File: config.mk
export PLATFORM = sky130hd
export DESIGN_NAME = dotprod_sched
export DESIGN_NICKNAME = d
export VERILOG_FILES = /design/src/rtl/dotprod_sched_pkg.sv /design/src/rtl/rr_arbiter.sv /design/src/rtl/dotprod_sched.sv
export SDC_FILE = /design/constraint.sdc
export NUM_CORES = 1
export LEC_CHECK = 0
export BUFFER_PORTS_ARGS = -buffer_cell sky130_fd_sc_hd__buf_2
export CORE_ASPECT_RATIO = 0.8
export CORE_UTILIZATION = 30
export DETAILED_ROUTE_END_ITERATION = 10
export SLEW_MARGIN = 20
export SYNTH_ARGS = -nofsm -noshare
export SYNTH_HDL_FRONTEND = slang
export SYNTH_SLANG_ARGS = --single-unit
File: constraint.sdc
create_clock -name sys_clk -period 1.76 [get_ports sys_clk]
set_clock_uncertainty 0.05 [all_clocks]
set_input_delay 0.264 -clock sys_clk [delete_from_list [all_inputs] [get_ports sys_clk]]
set_output_delay 0.264 -clock sys_clk [all_outputs]
set_load 0.02 [all_outputs]
File: src/rtl/dotprod_sched_pkg.sv
// rtl/dotprod_sched_pkg.sv - shared state encoding and defaults for the dotprod scheduler
package dotprod_sched_pkg;

  localparam logic [1:0] ST_IDLE = 2'd0;
  localparam logic [1:0] ST_RUN  = 2'd1;
  localparam logic [1:0] ST_RESP = 2'd2;

  localparam int DEFAULT_LATENCY = 64;
  localparam int DEFAULT_W       = 32;

endpackage

File: src/rtl/rr_arbiter.sv
// rtl/rr_arbiter.sv - combinational round-robin pick starting at ptr
module rr_arbiter #(
  parameter int NREQ = 2,
  parameter int IDW  = $clog2(NREQ)
) (
  input  logic [NREQ-1:0] req,
  input  logic [IDW-1:0]  ptr,
  output logic [NREQ-1:0] grant,
  output logic [IDW-1:0]  grant_idx
);

  logic           found;
  logic [IDW-1:0] idx;

  // Scan cyclically from ptr and keep the first asserted request.
  always_comb begin
    grant     = '0;
    grant_idx = '0;
    found     = 1'b0;
    idx       = '0;
    for (int k = 0; k < NREQ; k++) begin
      idx = IDW'((int'(ptr) + k) % NREQ);
      if (!found && req[idx]) begin
        found      = 1'b1;
        grant[idx] = 1'b1;
        grant_idx  = idx;
      end
    end
  end

endmodule

File: src/rtl/dotprod_sched.sv
// rtl/dotprod_sched.sv - shares one reset-started dotprod core between requesters
module dotprod_sched
  import dotprod_sched_pkg::*;
#(
  parameter int NREQ    = 2,
  parameter int W       = DEFAULT_W,
  parameter int LATENCY = DEFAULT_LATENCY,
  parameter int CNT_W   = 16,
  parameter int IDW     = $clog2(NREQ)
) (
  input  logic              sys_clk,
  input  logic              sys_rst_n,
  input  logic [NREQ-1:0]   req_valid,
  input  logic [NREQ*W-1:0] req_n,
  output logic [NREQ-1:0]   req_ready,
  output logic              core_rst_n,
  output logic [W-1:0]      core_n,
  input  logic [W-1:0]      core_ret,
  output logic              rsp_valid,
  output logic [IDW-1:0]    rsp_id,
  output logic [W-1:0]      rsp_val,
  input  logic              rsp_ready,
  output logic              busy
);

  logic [1:0]       state_q, state_d;
  logic [CNT_W-1:0] cnt_q, cnt_d;
  logic [IDW-1:0]   ptr_q, ptr_d;
  logic [W-1:0]     core_n_q, core_n_d;
  logic             core_rst_n_q, core_rst_n_d;
  logic [IDW-1:0]   rsp_id_q, rsp_id_d;
  logic [W-1:0]     rsp_val_q, rsp_val_d;

  logic [NREQ-1:0]  grant;
  logic [IDW-1:0]   grant_idx;
  logic [W-1:0]     sel_n;
  logic             accept;

  rr_arbiter #(.NREQ(NREQ), .IDW(IDW)) u_arb (
    .req       (req_valid),
    .ptr       (ptr_q),
    .grant     (grant),
    .grant_idx (grant_idx)
  );

  // Operand of the current winner.
  always_comb begin
    sel_n = '0;
    for (int i = 0; i < NREQ; i++) begin
      if (grant_idx == IDW'(i)) sel_n = req_n[i*W +: W];
    end
  end

  // State register plus operand/result/counter flops, synchronous reset.
  always_ff @(posedge sys_clk) begin
    if (!sys_rst_n) begin
      state_q      <= ST_IDLE;
      cnt_q        <= '0;
      ptr_q        <= '0;
      core_n_q     <= '0;
      core_rst_n_q <= 1'b0;
      rsp_id_q     <= '0;
      rsp_val_q    <= '0;
    end else begin
      state_q      <= state_d;
      cnt_q        <= cnt_d;
      ptr_q        <= ptr_d;
      core_n_q     <= core_n_d;
      core_rst_n_q <= core_rst_n_d;
      rsp_id_q     <= rsp_id_d;
      rsp_val_q    <= rsp_val_d;
    end
  end

  // Next state and datapath: accept, count out the core latency, hand off result.
  always_comb begin
    state_d      = state_q;
    cnt_d        = cnt_q;
    ptr_d        = ptr_q;
    core_n_d     = core_n_q;
    core_rst_n_d = core_rst_n_q;
    rsp_id_d     = rsp_id_q;
    rsp_val_d    = rsp_val_q;
    accept       = (state_q == ST_IDLE) && (|(req_valid & grant));
    case (state_q)
      ST_IDLE: begin
        core_rst_n_d = 1'b0;
        if (accept) begin
          core_n_d = sel_n;
          rsp_id_d = grant_idx;
          ptr_d    = (grant_idx == IDW'(NREQ - 1)) ? '0 : grant_idx + IDW'(1);
          cnt_d    = '0;
          if (sel_n != '0) begin
            // Releasing the core reset is what starts the computation.
            core_rst_n_d = 1'b1;
            state_d      = ST_RUN;
          end else begin
            // n==0 has a trivial result; skip the core entirely.
            rsp_val_d = '0;
            state_d   = ST_RESP;
          end
        end
      end
      ST_RUN: begin
        core_rst_n_d = 1'b1;
        cnt_d        = cnt_q + CNT_W'(1);
        if (cnt_q == CNT_W'(LATENCY - 1)) begin
          rsp_val_d = core_ret;
          state_d   = ST_RESP;
        end
      end
      ST_RESP: begin
        // Core stays released so return_val does not change while we wait.
        if (rsp_ready) begin
          core_rst_n_d = 1'b0;
          state_d      = ST_IDLE;
        end
      end
      default: begin
        core_rst_n_d = 1'b0;
        state_d      = ST_IDLE;
      end
    endcase
  end

  // Outputs decoded from state; grants are suppressed while in reset.
  always_comb begin
    req_ready  = (state_q == ST_IDLE && sys_rst_n) ? grant : '0;
    rsp_valid  = (state_q == ST_RESP);
    busy       = (state_q != ST_IDLE);
    core_rst_n = core_rst_n_q;
    core_n     = core_n_q;
    rsp_id     = rsp_id_q;
    rsp_val    = rsp_val_q;
  end

endmodule

; ---- Yosys cells after proc, flatten, opt, wreduce, memory -nomap -nowiden
; Index checks and enable logic that the tools add are counted.
[classes]
add_sub_neg = 3
order_cmp = 4
eq_ne = 7
mux = 31
bitwise_logic = 2
n_reduce_logical = 15
[op_table]
columns = operator, count
row1 = 2-to-1 mux 32 bit, 4
row2 = case mux 32 bit (2 select lines), 1
row3 = case mux 16 bit (2 select lines), 1
row4 = nonzero test 32 bit, 1
row5 = "adder 16 x 1 -> 16 bit, second input constant", 1
row6 = "equality test 16 x 6 -> 1 bit, second input constant", 1
row7 = 2-to-1 mux 16 bit, 1
row8 = 2-to-1 mux 2 bit, 7
row9 = 2-to-1 mux 1 bit, 13
row10 = "!= test 2 bit, second input constant", 3
row11 = case mux 2 bit (3 select lines), 1
row12 = logical AND 1 bit, 5
row13 = "< comparator 1 x 2 -> 1 bit, second input constant", 2
row14 = AND reduction 2 bit, 2
row15 = AND reduction 4 bit, 1
row16 = nonzero test 2 bit, 2
row17 = case mux 1 bit (3 select lines), 1
row18 = AND reduction 3 bit, 1
row19 = "adder 1 bit, second input constant", 2
row20 = AND 2 bit, 1
row21 = demux 1 bit (select 1 bit), 2
row22 = "equality test 2 x 1 -> 1 bit, second input constant", 1
row23 = "equality test 2 bit, second input constant", 1
row24 = ">= comparator 1 bit, second input constant", 2
row25 = 5 further kinds, 5
[word_totals]
ff_bits = 85
inputBits = 101
out_inout_bits = 70
word_cells = 69

; ---- Depth between registers and ports, before layout
[logic_depth]
word_depth = 12
ltp_mapped = 8
ltp_nobuf = 7

; ---- Modules after synthesis
; From an unflattened synthesis, not the netlist that was laid out.
[unflattened]
cells_unflattened = 385
hier_area_um2 = 3626.0
[modules_own_cells]
columns = module, n_inst, cells_per_inst, area_per_inst_um2, seq_area_each_um2
row1 = dotprod_sched, 1, 381, 3595.9, 1701.6
row2 = rr_arbiter, 1, 4, 30.0, 0.0

; ---- Worst setup path after synthesis
; No wires, ideal clock.
[synth_timing]
path_type = register to register
from = register cnt_q[0]
to = register cnt_q[14]
setup_ps = 117
arrival_ps = 1704
t_required_ps = 1593
slack_ps = -111
path_stages_with_launch = 8
path_buffers = 0
period_less_slack_ps = 1871
cell_sequence = dfxtp_1 ha_1 nand3_2 nor3_1 nand3_1 nor3_1 o22ai_1 a22o_1
[synth_between]
elab_chain_cells = 2
[synth_rtl]
columns = element, line
row1 = from (decl), dotprod_sched.sv:27  ; logic [CNT_W-1:0] cnt_q, cnt_d;
row2 = from (signal assigned), dotprod_sched.sv:66  ; cnt_q <= cnt_d;
row3 = adder 16 x 1 -> 16 bit, dotprod_sched.sv:106  ; cnt_d = cnt_q + CNT_W'(1);
row4 = case mux 16 bit (2 select lines), dotprod_sched.sv:85  ; case (state_q)
; No other way between the ends.
; A chain may end at the register's enable or synchronous reset.

; ---- Worst setup path in the final report
[layout_timing]
from = register cnt_q[10]
to = register rsp_val_q[10] (netlist: rsp_val[10])
[layout_between]
elab_chain_cells = 3
[layout_rtl]
columns = element, line
row1 = equality test 16 x 6 -> 1 bit, dotprod_sched.sv:107  ; if (cnt_q == CNT_W'(LATENCY - 1)) begin
row2 = != test 2 bit (no line), n/a
row3 = AND reduction 4 bit (no line), n/a
row4 = to (signal assigned), dotprod_sched.sv:71  ; rsp_val_q <= rsp_val_d;
row5 = to (decl), dotprod_sched.sv:32  ; logic [W-1:0] rsp_val_q, rsp_val_d;
; No other way between the ends.

==> metrics.cfg <==
[run_status]
run_status=finished, violations left
failed_checks=negative setup slack

[logic_synthesis]
synth_area_sq_um=3640
ys_ff_latch=85
synthFlopType=dfxtp_1
synth-seq-area-share_pct=46.75
list_of_most_frequent_post_synthesis_cells=dfxtp_1 (85), nor2_1 (60), a211oi_1 (33), a32o_1 (32), mux2i_1 (32)
yosysUniqueCellTypes=42
synth_top_area_share_pct=46.75
synth-edff-count=0
postSynthCellCount=387
mappedNetlistNets=489
ffs_w_async_s_r_synth_pct=0
post_synth.cell_area_avg_sq_um=9.405
ys_warn_count=0
post_synth_main_area_contributors=dfxtp_1 (47%), a32o_1 (8.8%), mux2i_1 (8.8%)
post-synth-top-count-cell=dfxtp_1
dominant_cell_type_by_area_after_synthesis=dfxtp_1

[detailed_routing]
routedWlPerCell_um=15.54
post-route-drc-count=0
via_count=3827
met2WireLength_um=5658
drtIter0Drc=183
totalWireLength_um=11690
dr.max_layer_used=met4
via_per_inst=5.089
drt_pass1_iterations=7
detailroute.wirelength.met3_um=589
detail-route-antenna-nets=0
routedLengthMet1_um=5186

[cts]
tritoncts=built
max-clock-path-buffers=2
worst_setup_hold_path_clk_slew_ps=70
hold_buffers=0
clk_root_buffer_cell=clkbuf_16
cts_sinks=85
htree_levels=3
cts_inserted_buffers=9
worst_skew_late_latency_ps=340

[die]
floorplan.die.width_um=125.2
ioPinCount=171
rows=35
starting_utilization_of_the_core_area_pct=31.25
vertical_die_dimension_um=100.5
design.die.area_sq_um=12580
core_area_sq_um=11650

[setup_path]
r2r_slack_ps=-220
timing.rr.end=rsp_val[10]
critical_path.max_fanout=8
crit_path_top_delay_cell=dfxtp_2
setup.worst_path.class=flip-flop to flip-flop
end_kind=flip-flop
critical_path.cell_chain=nor4_4, nand3_2, o31ai_4, nand2_2, buf_6, buf_6, a21o_4, a32o_1
reg2reg_from=cnt_q[10]
required_time_at_the_endpoint_of_the_critical_path_ps=1940
critPathLaunchType=flip-flop
crit_path_frequent_cell=buf_6
worst_r2r_path_depth=8
timing.critical_path.arrival_ps=2160
critPathMaxStageDelay_ps=340

[finish]
drive_gt1_share_pct=46.36
diodes=0
final-instance-count-excl-fill=752
flow.area_growth_from_synthesis_pct=52.56
layout.core_utilization_pct=47.67
final_net_count=701
stdcell_area_sq_um=5553

[placement]
placed_cells=722
globalplace.congestion=0.9350
post_dp_cell_area_sq_um=4932
detailedPlace.worstSlack_ps=-444.5
io_buffer_count=170
hpwlAfterDp_um=7986

[timing]
min_period_over_period_pct=112.4
slew_viol_final=0
worst-slew-pin-transition_ps=630.8
clock.fmax_mhz=505.6
minimum_hold_slack_ps=75.34
hold_viol_final=0
fin_crit_ps=1978
grt_setup_unrepaired=yes
final-setup-viol-count=34
relSlewSlack_pct=57.50
final_critical_path_setup_slack_ps=-217.9

[grt]
antenna_found_initial=0
wire_length_of_the_first_global_routing_pass_um=18910
grt_pass1_vias=3745
grt_usage_pct=19.09
grt_overflow=0
largest_net_degree_at_the_start_of_global_routing=65

[job]
drv.max_cap_violation_count=0

[power]
worst_ir_drop_vdd_mv=0.6752
leakagePower_nw=2.659
powerDensity_nw_per_um2=1062

[min_path]
min_delay_worst_endpoint=rsp_val[18]
timing.hold.worst.class=input port to flip-flop
hold-path-cell-count=2
hold_path_startpoint=core_ret[18]

-- cell type report --
class                           instances  area (sq um)
Clock buffer                            9         225.2
Timing Repair Buffer                  227          1384
Sequential cell                        85          1712
Multi-Input combinational cell        270          1944
Fill cell                            1106          6096
Clock inverter                          7         80.08
Tap cell                              148         185.2
Inverter                                6         22.52
-- worst max-delay path by stage --
stage | end | startpoint | depth (start not counted) | slack, ps
4_1_cts | rsp_val[31] | cnt_q[10] | 7 | -180
2_1_floorplan | rsp_val[0] | cnt_q[13] | 7 | -20
5_1_grt | rsp_val[2] | cnt_q[10] | 8 | -290
3_3_place_gp | rsp_val[8] | req_n[2] | 7 | -450
3_5_place_dp | rsp_val[7] | req_n[2] | 7 | -440
6_report | rsp_val[10] | cnt_q[10] | 8 | -220
-- report_power, final --
| part | switching (W) | internal [W] |
|---|---|---|
| clock | 0.000835 | 0.00112 |
| sequential | 0.000119 | 0.00214 |
| combinational | 0.000988 | 0.000693 |
-- cell families (layout without fill, tap and decap cells) --
logic type | count (synthesis) | after routing | synth area share, %
flip-flops | 85 | 85 | 46.75
buffers and inverters | 35 | 249 | 4.640
AO/OA/AOI/OAI | 102 | 105 | 21.97
AND/OR/NAND/NOR | 130 | 130 | 16.88
multiplexers | 34 | 34 | 9.419
adder cells (fa/ha/maj) | 1 | 1 | 0.3437
-- per-stage QoR --
stage          TNS [ps]  total power [W]
2_1_floorplan    -723.4         0.003208
3_3_place_gp     -13660         0.003737
3_5_place_dp     -13380         0.003769
4_1_cts           -5587         0.005910
5_1_grt           -8069         0.006197
6_report          -5473         0.005899
-- flip-flops by register name (all words and copies together) (netlist names) --
| signal | count |
|---|---|
| core_rst_n | 1 |
| rsp_val | 32 |
| rsp_id | 1 |
| ptr_q | 1 |
| cnt_q | 16 |
| state_q | 2 |
| core_n | 32 |
-- layout by cell type, fill, tap and decap left out, drive strengths merged, types with 9 or more instances in the layout --
master / n
a21oi: 15
o21ai: 9
a32o: 32
dfxtp: 85
clkbuf: 9
buf: 227
nor3: 14
nand2: 17
nor4: 17
nor2: 62
mux2i: 32
a211oi: 33
inv: 9
-- critical path: cells and delay by family, from the launching register on --
family | cells | cell delay [ps]
buf+inv | 2 | 260
compound gates | 3 | 690
simple gates | 3 | 550
flops | 1 | 340
-- per-layer routing --
metal  up-vias  GRT usage, %
li1       1895             -
met1      1792         24.12
met2       122         31.63
met3        18         4.671
met4         0         7.411
met5         -             0
-- repair_timing --
| item | in CTS | in global routing |
|---|---|---|
| hold endpoints to repair | 0 | 0 |
| setup endpoints to repair | 37 | 41 |
| pin swaps | 10 | 6 |
| setup buffers | 6 | 2 |
| gates resized for setup | 26 | 11 |
| gates cloned | 6 | 0 |
Power figures use the tool's default switching activity.
